===== config.mk =====
export PLATFORM = sky130hd
export DESIGN_NAME = imem_fetch_sequencer
export DESIGN_NICKNAME = d
export VERILOG_FILES = /design/src/rtl/imem_fetch_sequencer.sv
export SDC_FILE = /design/constraint.sdc
export NUM_CORES = 1
export LEC_CHECK = 0
export CORE_AREA = 10 10 112 134
export CTS_CLUSTER_SIZE = 12
export DETAILED_ROUTE_END_ITERATION = 6
export DIE_AREA = 0 0 122 144
export DONT_BUFFER_PORTS = 1
export PLACE_DENSITY = 0.67
export SYNTH_ARGS = -nofsm -noshare
export SYNTH_HDL_FRONTEND = slang
export SYNTH_SLANG_ARGS = --single-unit

===== constraint.sdc =====
create_clock -name clock -period 2.63 [get_ports clock]
set_input_delay 0.789 -clock clock [delete_from_list [all_inputs] [get_ports clock]]
set_output_delay 0.789 -clock clock [all_outputs]
set_load 0.1 [all_outputs]

===== src/rtl/imem_fetch_sequencer.sv =====
// Fetch sequencer for a 1-cycle synchronous-read instruction memory.
// Optional perf counters (fetch_count/stall_count) enabled by FETCH_PERF_CNT_EN.
module imem_fetch_sequencer #(
  parameter int RESET_PC  = 0,
  parameter int MEM_DEPTH = 256,
  parameter int ADDR_W    = 32
) (
  input  logic              clock,
  input  logic              reset,
  output logic [ADDR_W-1:0] imem_addr,
  input  logic [31:0]       imem_instruction,
  input  logic              stall,
  input  logic              redirect_valid,
  input  logic [ADDR_W-1:0] redirect_pc,
  input  logic              halt,
  output logic              instr_valid,
  output logic [31:0]       instr,
  output logic [ADDR_W-1:0] instr_pc
`ifdef FETCH_PERF_CNT_EN
  ,
  output logic [31:0]       fetch_count,
  output logic [31:0]       stall_count
`endif
);

  localparam logic [ADDR_W-1:0] PC_MASK = ADDR_W'(MEM_DEPTH - 1);
  localparam logic [ADDR_W-1:0] PC_INIT = ADDR_W'(RESET_PC) & PC_MASK;

  typedef enum logic [1:0] {BOOT, RUN, STALL, HALTED} state_t;

  state_t            state;
  logic [ADDR_W-1:0] fetch_pc;
  logic [ADDR_W-1:0] inflight_pc;
  logic              inflight_valid;

  logic              redir;
  logic              hold;
  logic [ADDR_W-1:0] tgt_pc;
  logic [ADDR_W-1:0] fetch_pc_inc;
  logic [ADDR_W-1:0] tgt_pc_inc;

  assign redir        = redirect_valid && (state != BOOT);
  // Holding the output also holds the in-flight word: the memory re-reads it.
  assign hold         = stall && instr_valid;
  assign tgt_pc       = redirect_pc & PC_MASK;
  assign fetch_pc_inc = (fetch_pc + 1'b1) & PC_MASK;
  assign tgt_pc_inc   = (tgt_pc + 1'b1) & PC_MASK;

  always_comb begin
    imem_addr = fetch_pc;
    if (redir)     imem_addr = tgt_pc;
    else if (hold) imem_addr = inflight_pc;
  end

  always_ff @(posedge clock or negedge reset) begin
    if (!reset) begin
      state          <= BOOT;
      fetch_pc       <= PC_INIT;
      inflight_valid <= 1'b0;
      inflight_pc    <= '0;
      instr_valid    <= 1'b0;
      instr          <= '0;
      instr_pc       <= '0;
    end else begin
      case (state)
        BOOT: begin
          inflight_valid <= 1'b1;
          inflight_pc    <= fetch_pc;
          fetch_pc       <= fetch_pc_inc;
          state          <= RUN;
        end
        RUN, STALL, HALTED: begin
          if (redir) begin
            // Squash whatever is on the output and in flight; target lands at t+2.
            instr_valid    <= 1'b0;
            inflight_valid <= 1'b1;
            inflight_pc    <= tgt_pc;
            fetch_pc       <= tgt_pc_inc;
            state          <= halt ? HALTED : RUN;
          end else if (hold) begin
            state <= STALL;
          end else begin
            instr_valid    <= inflight_valid;
            instr          <= imem_instruction;
            instr_pc       <= inflight_pc;
            inflight_valid <= !halt;
            inflight_pc    <= fetch_pc;
            if (!halt) fetch_pc <= fetch_pc_inc;
            state          <= halt ? HALTED : RUN;
          end
        end
        default: state <= BOOT;
      endcase
    end
  end

`ifdef FETCH_PERF_CNT_EN
  always_ff @(posedge clock or negedge reset) begin
    if (!reset) begin
      fetch_count <= '0;
      stall_count <= '0;
    end else begin
      if (instr_valid && !stall && (fetch_count != 32'hFFFF_FFFF))
        fetch_count <= fetch_count + 32'd1;
      if (instr_valid && stall && (stall_count != 32'hFFFF_FFFF))
        stall_count <= stall_count + 32'd1;
    end
  end
`endif

endmodule


# --- Yosys cells after proc, flatten, opt, wreduce, memory -nomap -nowiden ---
# Cells that the tools add are included.
totals:
  input_bits: 69
  wordCells: 42
  register_bits: 132
  output_inout_bits: 97
classes:
  addsub: 2
  muxes: 16
  eq_ne: 6
  reduce_logical: 9
  n_bitwise: 2
ops:
  columns: ["operator", "count"]
  rows:
  - ["$mux 32", 5]
  - ["$pmux 32 s2", 2]
  - ["$add 8x1->8 const B", 2]
  - ["$mux 2", 3]
  - ["$ne 3x3->1 const B", 2]
  - ["$eq 2x2->1 const B", 2]
  - ["$mux 1", 4]
  - ["$pmux 2 s2", 1]
  - ["$reduce_and 2->1", 2]
  - ["$reduce_and 3->1", 1]
  - ["$reduce_or 3->1", 1]
  - ["$eq 2x1->1 const B", 1]
  - ["$logic_and 1x1->1", 2]
  - ["$logic_not 2->1", 1]
  - ["$ne 2x2->1 const B", 1]
  - ["$not 1->1", 2]
  - ["$pmux 1 s2", 1]
  - ["$reduce_bool 2->1", 1]
  - ["$logic_not 1->1", 1]

# --- Logic depth before layout (Yosys ltp) ---
# Gate-level depths: netlist of run 1.
logic_depth:
  word_depth: 5
  depth_mapped: 6
  ltp_nobuf: 5

# --- Least setup slack after synthesis of run 1 ---
# OpenSTA, ideal clock, no wires.
synth_timing:
  kind: "input to output"
  startpoint: "in redirect_valid"
  endpoint: "out imem_addr[7]"
  path_buffers: 3
  required_ps: 1841
  arrival_time_ps: 3227
  stages: 6
  setup_slack_ps: -1386
  path_cell_list: "buf_2 > o21ai_0 > clkbuf_1 > clkbuf_1 > nor2_1 > a31oi_1"
synth_via:
  elab_chain_len: 2
synth_lines:
  columns: ["item", "line_no", "source"]
  rows:
  - ["start: declaration", "13", "input logic redirect_valid,"]
  - ["$logic_and 1x1->1", "42", "assign redir = redirect_valid && (state != BOOT);"]
  - ["$mux 32", null, null]
  - ["end: declaration", "10", "output logic [ADDR_W-1:0] imem_addr,"]
# No other way between the ends.

# --- Worst setup path after layout of run 1 ---
layout_timing:
  startpoint: "reg state[0]"
  endpoint: "out imem_addr[5]"
layout_via:
  elab_chain_len: 3
layout_lines:
  columns: ["item", "line_no", "source"]
  rows:
  - ["start: declaration", "31", "state_t state;"]
  - ["start signal: assignment", "79", "state <= halt ? HALTED : RUN;"]
  - ["start signal: assignment", "89", "state <= halt ? HALTED : RUN;"]
  - ["$reduce_bool 2->1", "42", null]
  - ["$logic_and 1x1->1", "42", null]
  - ["$mux 32", null, null]
# No other way between the ends.

==> results.sh, run 1 <==
export IMPL_synth_ff_type="dfrtp_1"
export IMPL_drc_errors=0
export IMPL_synthArstFlopShare=1.00
export IMPL_synth_distinct_cells=31
export IMPL_tritoncts="done"
export IMPL_tightest_slew_ns=1.22
export IMPL_min_path_type="in2async"
export IMPL_yosysMostFrequentCell="dfrtp_1"
export IMPL_netlist_area_sq_um=4830
export IMPL_cp_num_buf_inv=2
export IMPL_clockRootBuffer="clkbuf_16"
export IMPL_grt_pass1_vias=3114
export IMPL_cts_max_path_buffers=2
export IMPL_num_rows=45
export IMPL_post_drt_wl_per_cell_microns=20.4
export IMPL_finalCritPeriodShare=0.964
export IMPL_start_util=0.388
export IMPL_finalSetupViolCount=0
export IMPL_swShare=0.402
export IMPL_syn2layout_area_growth_pct=28.3
export IMPL_die_x_microns=122
export IMPL_place_hpwl_mm=8.53
export IMPL_seq_area_frac_synth=0.560
export IMPL_antenna_left=0
export IMPL_synth_mux_area_frac=0.206
export IMPL_p_comb_frac=0.163
export IMPL_antenna_found_initial=0
export IMPL_fmax_mhz=394
export IMPL_synth_compound_area_frac=0.0609
export IMPL_path_class="reg2out"
export IMPL_yosysTopAreaCell="dfrtp_1"
export IMPL_drtPass1Iterations=4
export IMPL_n_antenna_cell=0
export IMPL_irDropWorstVdd_mv=0.361
export IMPL_clk_latency_ns=0.34
export IMPL_ios=166
export IMPL_grt_util_all_layers=0.132
export IMPL_synth_nets=443
export IMPL_status="finished clean"
export IMPL_synthSimpleGateAreaFrac=0.120
export IMPL_fin_cells=570
export IMPL_overflow=0
export IMPL_cpPeakStageDelay_ns=0.44
export IMPL_num_vias=2939
export IMPL_wirelength_mm=11.6
export IMPL_p_sw_mw=1.96
export IMPL_ys_ff_latch=108
export IMPL_p_int_mw=2.92
export IMPL_fillerInstances=1048
export IMPL_slew_viol_final=0
export IMPL_dpl_cell_count=555
export IMPL_ys_warn_count=0
export IMPL_required_ns=1.84
export IMPL_drt_iter0_markers=250
export IMPL_synth_edf_count=0
export IMPL_io_buffer_count=0
export IMPL_gp_congestion=0.845
export IMPL_grt_max_degree=109
export IMPL_dieArea_sq_um=17600
export IMPL_p_per_area_nw_per_um2=789
export IMPL_synth_fa_ha_area_frac=0.00519
export IMPL_cts_resized=0
export IMPL_cpMaxStageDelayCell="dfrtp_1"
export IMPL_ys_top_cells_by_count="dfrtp_1 (108), mux2_4 (60), nand2_1 (35)"
export IMPL_top_usage_layer="met2"
export IMPL_vias_per_cell=5.16
export IMPL_max_cap_viol_count=0
export IMPL_clk_pin_slew_ns=0.07
export IMPL_grt_use_met3=0.0569
export IMPL_cp_depth=5
export IMPL_synthesis_instances=372
export IMPL_fin_crit_ns=2.54
export IMPL_rsz0062_at_grt="false"
export IMPL_drive_above_1_share=0.394
export IMPL_p_leak_nw=2.85
export IMPL_synth_xor_area_frac=0.0163
export IMPL_grt_use_met1=0.153
export IMPL_synth_top_cells_by_area="dfrtp_1 (56%), mux2_4 (19%), and3_1 (3.5%)"
export IMPL_final_nets=474
export IMPL_end_kind="primary output"
export IMPL_path_common_cell="buf_12"
export IMPL_finClkSkew_ns=0.00926
export IMPL_syn_area_per_cell_sq_um=13.0
export IMPL_synth_top_family_by_area="multiplexers"
export IMPL_cp_top_family="compound AO/OA/AOI/OAI gates"
export IMPL_grt_pass1_wl_mm=18.2
export IMPL_worstPathArrival_ns=1.75
export IMPL_finalHoldViolCount=0
export IMPL_clockPowerShare=0.265
export IMPL_cp_max_fo=21
export IMPL_multi_input_area_sq_um=2220
export IMPL_fin_tns_setup_ns=0
export IMPL_die_y_microns=144
export IMPL_maxSlewHeadroom=0.182
export IMPL_numCtsBuffers=9
export IMPL_start_kind="flop"
export IMPL_regArea_sq_um=2700
export IMPL_power_frac_seq=0.572
export IMPL_yosysTopAreaCellShare=0.560
export IMPL_core_area_sq_um=12400
export IMPL_use_met2=0.215
export IMPL_worstPathCellList="o21ai_4, buf_12, nor2_1, a31oi_4, buf_12"
export IMPL_r2r_cells=4
export IMPL_h_tree_depth=3
export IMPL_cts_num_sinks=108
-- path summary, 6_finish.rpt --
check | start | end | slack, ns
worst min register to register | inflight_valid | inflight_valid | 0.49
max in group asynchronous | reset | instr_valid | 2.34
worst max register to register | state[0] | fetch_pc[4] | 0.66
min in group clock | inflight_valid | inflight_valid | 0.49
worst min-delay path | reset | instr[11] | 0.15
worst max-delay path | state[0] | imem_addr[5] | 0.09
-- stage by stage --
step           setup WS (ns)  total power [mW]  hold WS (ns)  area [sq um]   util
6_report              0.0947              4.88         0.148          6190  0.497
5_1_grt              0.00319              5.07         0.119          6190  0.497
4_1_cts               0.0766              4.94         0.129          6190  0.497
3_5_place_dp           0.144              3.63         0.468          5900  0.474
3_3_place_gp           0.151              3.60         0.462          5900  0.474
2_1_floorplan         -0.105              3.41         0.448          5110      -
-- worst reg2reg max path, stage by stage, from the launching register on --
cell     delay, ns
dfrtp_1       0.45
nor2_1        0.10
nor3_1        0.97
nor2_1        0.11
o22a_1        0.24
-- area by class of cell --
class,count,share of cell area
sequential,108,0.437
multi-input combinational,240,0.359
tap,164,0.0332
inverter,1,0.000606
clock inverter,4,0.00829
clock buffer,10,0.0370
timing repair buffer,43,0.125
-- routing by layer --
metal,vias to the layer above,share of wire
li1,1355,-
met1,1461,0.39
met2,112,0.49
met3,11,0.11
met4,0,0.010
met5,-,0
-- power by group through the flow --
stage,logic [mW],registers [mW],clock network (mW)
floorplan,0.635,2.78,0
global placement,0.783,2.82,0
detailed placement,0.800,2.83,0
CTS,0.807,2.80,1.33
global route,0.854,2.82,1.40
finish,0.797,2.79,1.29
-- repair_timing --
action                     4_1_cts  5_1_grt
hold endpoints to repair         0        0
hold buffers                     0        0
setup buffers                    1        0
setup endpoints to repair       22        0
-- sequential cells by signal (all words and copies together), names as in the netlist --
register	count
instr_valid	1
state	2
instr_pc	32
fetch_pc	8
inflight_valid	1
instr	32
inflight_pc	32
-- logic make-up (layout without fill, tap and decap cells) --
family | after synthesis | after routing
buf+inv | 24 | 58
compound gates | 45 | 45
xor+xnor | 9 | 9
simple gates | 115 | 115
mux | 69 | 69
flops | 108 | 108
fa+ha+maj | 2 | 2
-- cell usage in the layout, fill, tap and decap left out, types with 8 or more instances in the layout --
master     instances
and3_4            16
dfrtp_1          107
nor2_1            15
and2_1            25
mux2_4            60
and3_2             8
a31oi_4            8
o21ai_0           10
buf_12            36
nand2_1           35
clkbuf_16          9
Note: power is estimated with default switching activity, not from simulation.
==> inputs of run 2 (changes only) <==
--- a/config.mk
+++ b/config.mk
@@ -11,5 +11,7 @@
 export DIE_AREA = 0 0 122 144
 export DONT_BUFFER_PORTS = 1
+export MAX_ROUTING_LAYER = met4
 export PLACE_DENSITY = 0.67
+export SETUP_SLACK_MARGIN = 0.15
 export SYNTH_ARGS = -nofsm -noshare
 export SYNTH_HDL_FRONTEND = slang
==> constraint.sdc (replaced) <==
create_clock -name clock -period 2.63 [get_ports clock]
set_input_delay 0.789 -clock clock [delete_from_list [all_inputs] [get_ports clock]]
set_output_delay 0.789 -clock clock [all_outputs]
set_load 0.02 [all_outputs]
==> results.sh, run 2 (synthesis gave the netlist of run 1 again) <==
export IMPL_antenna_left=0
export IMPL_finClkSkew_ns=0.00601
export IMPL_tightest_slew_ns=0.693
export IMPL_grt_util_all_layers=0.132
export IMPL_drtPass1Iterations=4
export IMPL_required_ns=1.84
export IMPL_dieArea_sq_um=17600
export IMPL_drive_above_1_share=0.365
export IMPL_io_buffer_count=0
export IMPL_drc_errors=0
export IMPL_start_kind="flop"
export IMPL_fin_hold_ws_ns=0.142
export IMPL_p_per_area_nw_per_um2=721
export IMPL_ios=166
export IMPL_finalCritPeriodShare=0.921
export IMPL_antenna_found_initial=0
export IMPL_fmax_mhz=413
export IMPL_syn2layout_area_growth_pct=14.2
export IMPL_path_common_cell="buf_4"
export IMPL_gp_congestion=0.807
export IMPL_clk_latency_ns=0.34
export IMPL_final_nets=458
export IMPL_cp_top_family="flip-flops"
export IMPL_finalSetupViolCount=0
export IMPL_clockRootBuffer="clkbuf_16"
export IMPL_end_kind="primary output"
export IMPL_num_rows=45
export IMPL_multi_input_area_sq_um=2090
export IMPL_fillerInstances=1103
export IMPL_final_common_cell="dfrtp_1"
export IMPL_regArea_sq_um=2710
export IMPL_fin_tns_setup_ns=0
export IMPL_start_util=0.388
export IMPL_crit_start="state[1]"
export IMPL_overflow=0
export IMPL_drt_iter0_markers=203
export IMPL_place_area_sq_um=5140
export IMPL_worstPathCellList="o21ai_4, buf_4, nor2_1, a31oi_2, buf_4"
export IMPL_cts_max_path_buffers=2
export IMPL_layout_common_cells="dfrtp_1 (106), mux2_4 (60), nand2_1 (33)"
export IMPL_status="finished clean"
export IMPL_place_hpwl_mm=8.14
export IMPL_cp_max_fo=9
export IMPL_post_drt_wl_per_cell_microns=20.8
export IMPL_grt_pass1_wl_mm=17.8
export IMPL_vias_per_cell=5.14
export IMPL_numCtsBuffers=9
export IMPL_min_path_type="in2async"
export IMPL_num_vias=2857
export IMPL_worstPathArrival_ns=1.63
export IMPL_cpMaxStageDelayCell="dfrtp_1"
export IMPL_rsz0062_at_grt="true"
export IMPL_n_antenna_cell=0
export IMPL_top_regs="inflight_pc x32, instr x32, instr_pc x32"
export IMPL_slew_viol_final=0
export IMPL_die_x_microns=122
export IMPL_fin_crit_ns=2.42
export IMPL_cp_num_buf_inv=2
export IMPL_cpPeakStageDelay_ns=0.49
export IMPL_final_area_sq_um=5510
export IMPL_clk_pin_slew_ns=0.07
export IMPL_irDropWorstVdd_mv=0.270
export IMPL_wirelength_mm=11.6
export IMPL_p_leak_nw=2.66
export IMPL_tritoncts="done"
export IMPL_hold_buffers=0
export IMPL_path_class="reg2out"
export IMPL_maxSlewHeadroom=0.538
export IMPL_finalHoldViolCount=0
export IMPL_die_y_microns=144
export IMPL_r2r_start="instr_valid"
export IMPL_h_tree_depth=3
export IMPL_max_cap_viol_count=0
export IMPL_cts_num_sinks=108
export IMPL_core_area_sq_um=12400
export IMPL_grt_pass1_vias=2918
export IMPL_grt_max_degree=109
==> run 2: cell count changes in the layout (fill, tap and decap cells not counted), sizes merged <==
cell	change
inv	+2
bufinv	-1
clkbuf	-1
buf	-17
clkinvlp	+2
o21ai	+1
==> run 2: metrics by stage <==
| stage | total power, mW | setup WS, ns | utilization | instances |
|---|---|---|---|---|
| after CTS | 4.03 | 0.165 | 0.439 | 550 |
| after detailed placement | 2.71 | 0.217 | 0.413 | 531 |
| after floorplan | 2.56 | 0.168 | - | 372 |
| after global placement | 2.68 | 0.231 | 0.413 | 531 |
| final | 3.98 | 0.209 | 0.443 | 556 |
| after global routing | 4.17 | 0.148 | 0.443 | 556 |
==> run 2: timing repair <==
| item | in CTS | in global routing |
|---|---|---|
| pin swaps | 1 | 5 |
| setup endpoints to repair | 32 | 10 |
| setup buffers | 2 | 6 |
| gates cloned | 1 | 0 |
| gates resized for setup | 4 | 2 |
==> run 2: path summary, 6_finish.rpt <==
path,cells after the start,slack (ns),to
max,5,0.21,imem_addr[5]
max reg2reg,5,0.61,instr[15]
max in group asynchronous,0,2.28,instr_valid
min in group clock,2,0.48,inflight_valid
min reg2reg,2,0.48,inflight_valid
min,0,0.14,instr[3]
==> run 2: final cells by class <==
| cell class | count | area share |
|---|---|---|
| clock inverter | 7 | 0.0109 |
| multi-input combinational | 241 | 0.380 |
| clock buffer | 9 | 0.0409 |
| tap | 164 | 0.0372 |
| timing repair buffer | 26 | 0.0400 |
| sequential | 108 | 0.491 |
| inverter | 1 | 0.000681 |
==> run 2: power breakdown <==
| group | internal (mW) | switching, mW |
|---|---|---|
| sequential | 1.82 | 0.305 |
| clock | 0.658 | 0.630 |
| combinational | 0.315 | 0.242 |
| total | 2.80 | 1.18 |
==> run 2: routing by layer <==
layer,track usage,vias to the layer above,routed length [microns]
li1,-,1325,-
met1,0.154,1442,4660
met2,0.210,78,5840
met3,0.0425,12,839
met4,0.0478,0,229
met5,-,-,0
==> inputs of run 3 (changes only) <==
Settings changed: CORE_AREA 10 10 112 134 to 2 2 104 126, DIE_AREA 0 0 122 144 to 0 0 106 128, HOLD_SLACK_MARGIN set to 0.1.
==> results.sh, run 3 (synthesis gave the netlist of run 1 again) <==
export IMPL_slew_viol_final=0
export IMPL_dpl_cell_count=532
export IMPL_clk_pin_slew_ns=0.07
export IMPL_path_class="reg2out"
export IMPL_swShare=0.256
export IMPL_vias_per_cell=5.20
export IMPL_antenna_found_initial=0
export IMPL_p_per_area_nw_per_um2=788
export IMPL_fin_tns_setup_ns=0
export IMPL_grt_pass1_vias=3009
export IMPL_power_frac_seq=0.485
export IMPL_irDropWorstVdd_mv=0.348
export IMPL_drtPass1Iterations=4
export IMPL_postCtsSetupBuffers=0
export IMPL_overflow=0
export IMPL_required_ns=1.84
export IMPL_status="finished clean"
export IMPL_rr_endpoint="instr[13]"
export IMPL_die_x_microns=106
export IMPL_maxSlewHeadroom=0.529
export IMPL_drt_iter0_markers=115
export IMPL_gp_congestion=0.841
export IMPL_regArea_sq_um=2700
export IMPL_fillerInstances=1115
export IMPL_core_area_sq_um=12400
export IMPL_numCtsBuffers=9
export IMPL_multi_input_area_sq_um=2070
export IMPL_hold_buffers=0
export IMPL_io_buffer_count=0
export IMPL_cp_num_buf_inv=2
export IMPL_p_comb_frac=0.125
export IMPL_finalSetupViolCount=0
export IMPL_worstPathArrival_ns=1.61
export IMPL_drc_errors=0
export IMPL_place_hpwl_mm=7.10
export IMPL_cp_depth=5
export IMPL_finClkSkew_ns=0.00654
export IMPL_wirelength_mm=10.3
export IMPL_cp_max_fo=18
export IMPL_cpMaxStageDelayCell="dfrtp_2"
export IMPL_r2r_cells=5
export IMPL_min_path_type="in2async"
export IMPL_p_sw_mw=1.12
export IMPL_rrSetupSlack_ns=0.58
export IMPL_cts_num_sinks=108
export IMPL_rsz0062_at_grt="true"
export IMPL_clk_latency_ns=0.34
export IMPL_ios=166
export IMPL_clockRootBuffer="clkbuf_16"
export IMPL_syn2layout_area_growth_pct=14.9
export IMPL_drive_above_1_share=0.349
export IMPL_layout_common_cells="dfrtp_1 (107), mux2_4 (60), nand2_1 (34)"
export IMPL_start_kind="flop"
export IMPL_post_drt_wl_per_cell_microns=18.8
export IMPL_p_int_mw=3.25
export IMPL_dieArea_sq_um=13600
export IMPL_grt_util_all_layers=0.159
export IMPL_num_vias=2851
export IMPL_clockPowerShare=0.390
export IMPL_fin_hold_ws_ns=0.138
export IMPL_final_common_cell="dfrtp_1"
export IMPL_grt_pass1_wl_mm=16.4
export IMPL_start_util=0.388
export IMPL_finalHoldViolCount=0
export IMPL_n_antenna_cell=0
export IMPL_final_nets=450
export IMPL_antenna_left=0
export IMPL_end_kind="primary output"
export IMPL_p_leak_nw=2.68
export IMPL_tritoncts="done"
export IMPL_die_y_microns=128
export IMPL_cpPeakStageDelay_ns=0.47
export IMPL_cp_top_family="flip-flops"
export IMPL_grt_max_degree=109
export IMPL_fmax_mhz=417
export IMPL_num_rows=45
export IMPL_h_tree_depth=3
export IMPL_fin_cells=548
export IMPL_tightest_slew_ns=0.707
export IMPL_max_cap_viol_count=0
export IMPL_finalCritPeriodShare=0.912
export IMPL_r2r_start="instr_valid"
export IMPL_cts_max_path_buffers=2
export IMPL_worstPathCellList="and2_4, buf_12, nand2_1, a31oi_2, buf_4"
export IMPL_fin_crit_ns=2.40
export IMPL_top_regs="inflight_pc x32, instr x32, instr_pc x32"
export IMPL_utilization=0.445
export IMPL_crit_start="instr_valid"
export IMPL_critPathCapture="imem_addr[4]"
==> run 3: per-layer routing <==
| layer | part of all wire | track usage | vias up |
|---|---|---|---|
| met3 | 0.058 | 0.0437 | 12 |
| met5 | 0 | - | - |
| met2 | 0.51 | 0.265 | 86 |
| met4 | 0.019 | 0.0596 | 0 |
| met1 | 0.41 | 0.184 | 1460 |
| li1 | - | - | 1293 |
==> run 3: how the worst min path moves through the flow <==
stage,from,endpoint,depth (start not counted)
floorplan,inflight_valid,inflight_valid,2
global placement,inflight_valid,inflight_valid,2
detailed placement,inflight_valid,inflight_valid,2
CTS,reset,instr[1],0
global route,reset,instr_pc[26],0
finish,reset,instr_pc[26],0
==> run 3: what timing repair did <==
| action | CTS | global route |
|---|---|---|
| gates cloned | 0 | 0 |
| pin swaps | 0 | 2 |
| gates resized for setup | 2 | 2 |
| setup endpoints to repair | 8 | 9 |
==> run 3: stage by stage <==
stage | setup WS (ns) | area [sq um] | power, mW
5_1_grt | 0.144 | 5540 | 4.55
2_1_floorplan | 0.168 | 4940 | 2.56
3_5_place_dp | 0.231 | 5150 | 2.70
3_3_place_gp | 0.244 | 5150 | 2.67
6_report | 0.232 | 5540 | 4.37
4_1_cts | 0.151 | 5540 | 4.43
==> run 3: worst reg2reg max path, delay by kind of cell, from the launching register on <==
family	cells	cell delay (ns)
DFF	1	0.47
and+or+nand+nor	2	0.32
buffers and inverters	2	0.68
muxes	1	0.46
==> run 3: area by class of cell <==
cell class	instances	share of cell area
sequential	108	0.488
tap	164	0.0370
clock buffer	9	0.0406
inverter	1	0.000677
clock inverter	7	0.0293
multi-input combinational	240	0.374
timing repair buffer	19	0.0302
==> run 3: power groups by stage <==
stage / registers, mW / logic, mW / clock network (mW)
after floorplan: 2.10 / 0.461 / 0
after global placement: 2.14 / 0.529 / 0
after detailed placement: 2.15 / 0.548 / 0
after CTS: 2.12 / 0.552 / 1.76
after global routing: 2.14 / 0.592 / 1.82
final: 2.12 / 0.544 / 1.71
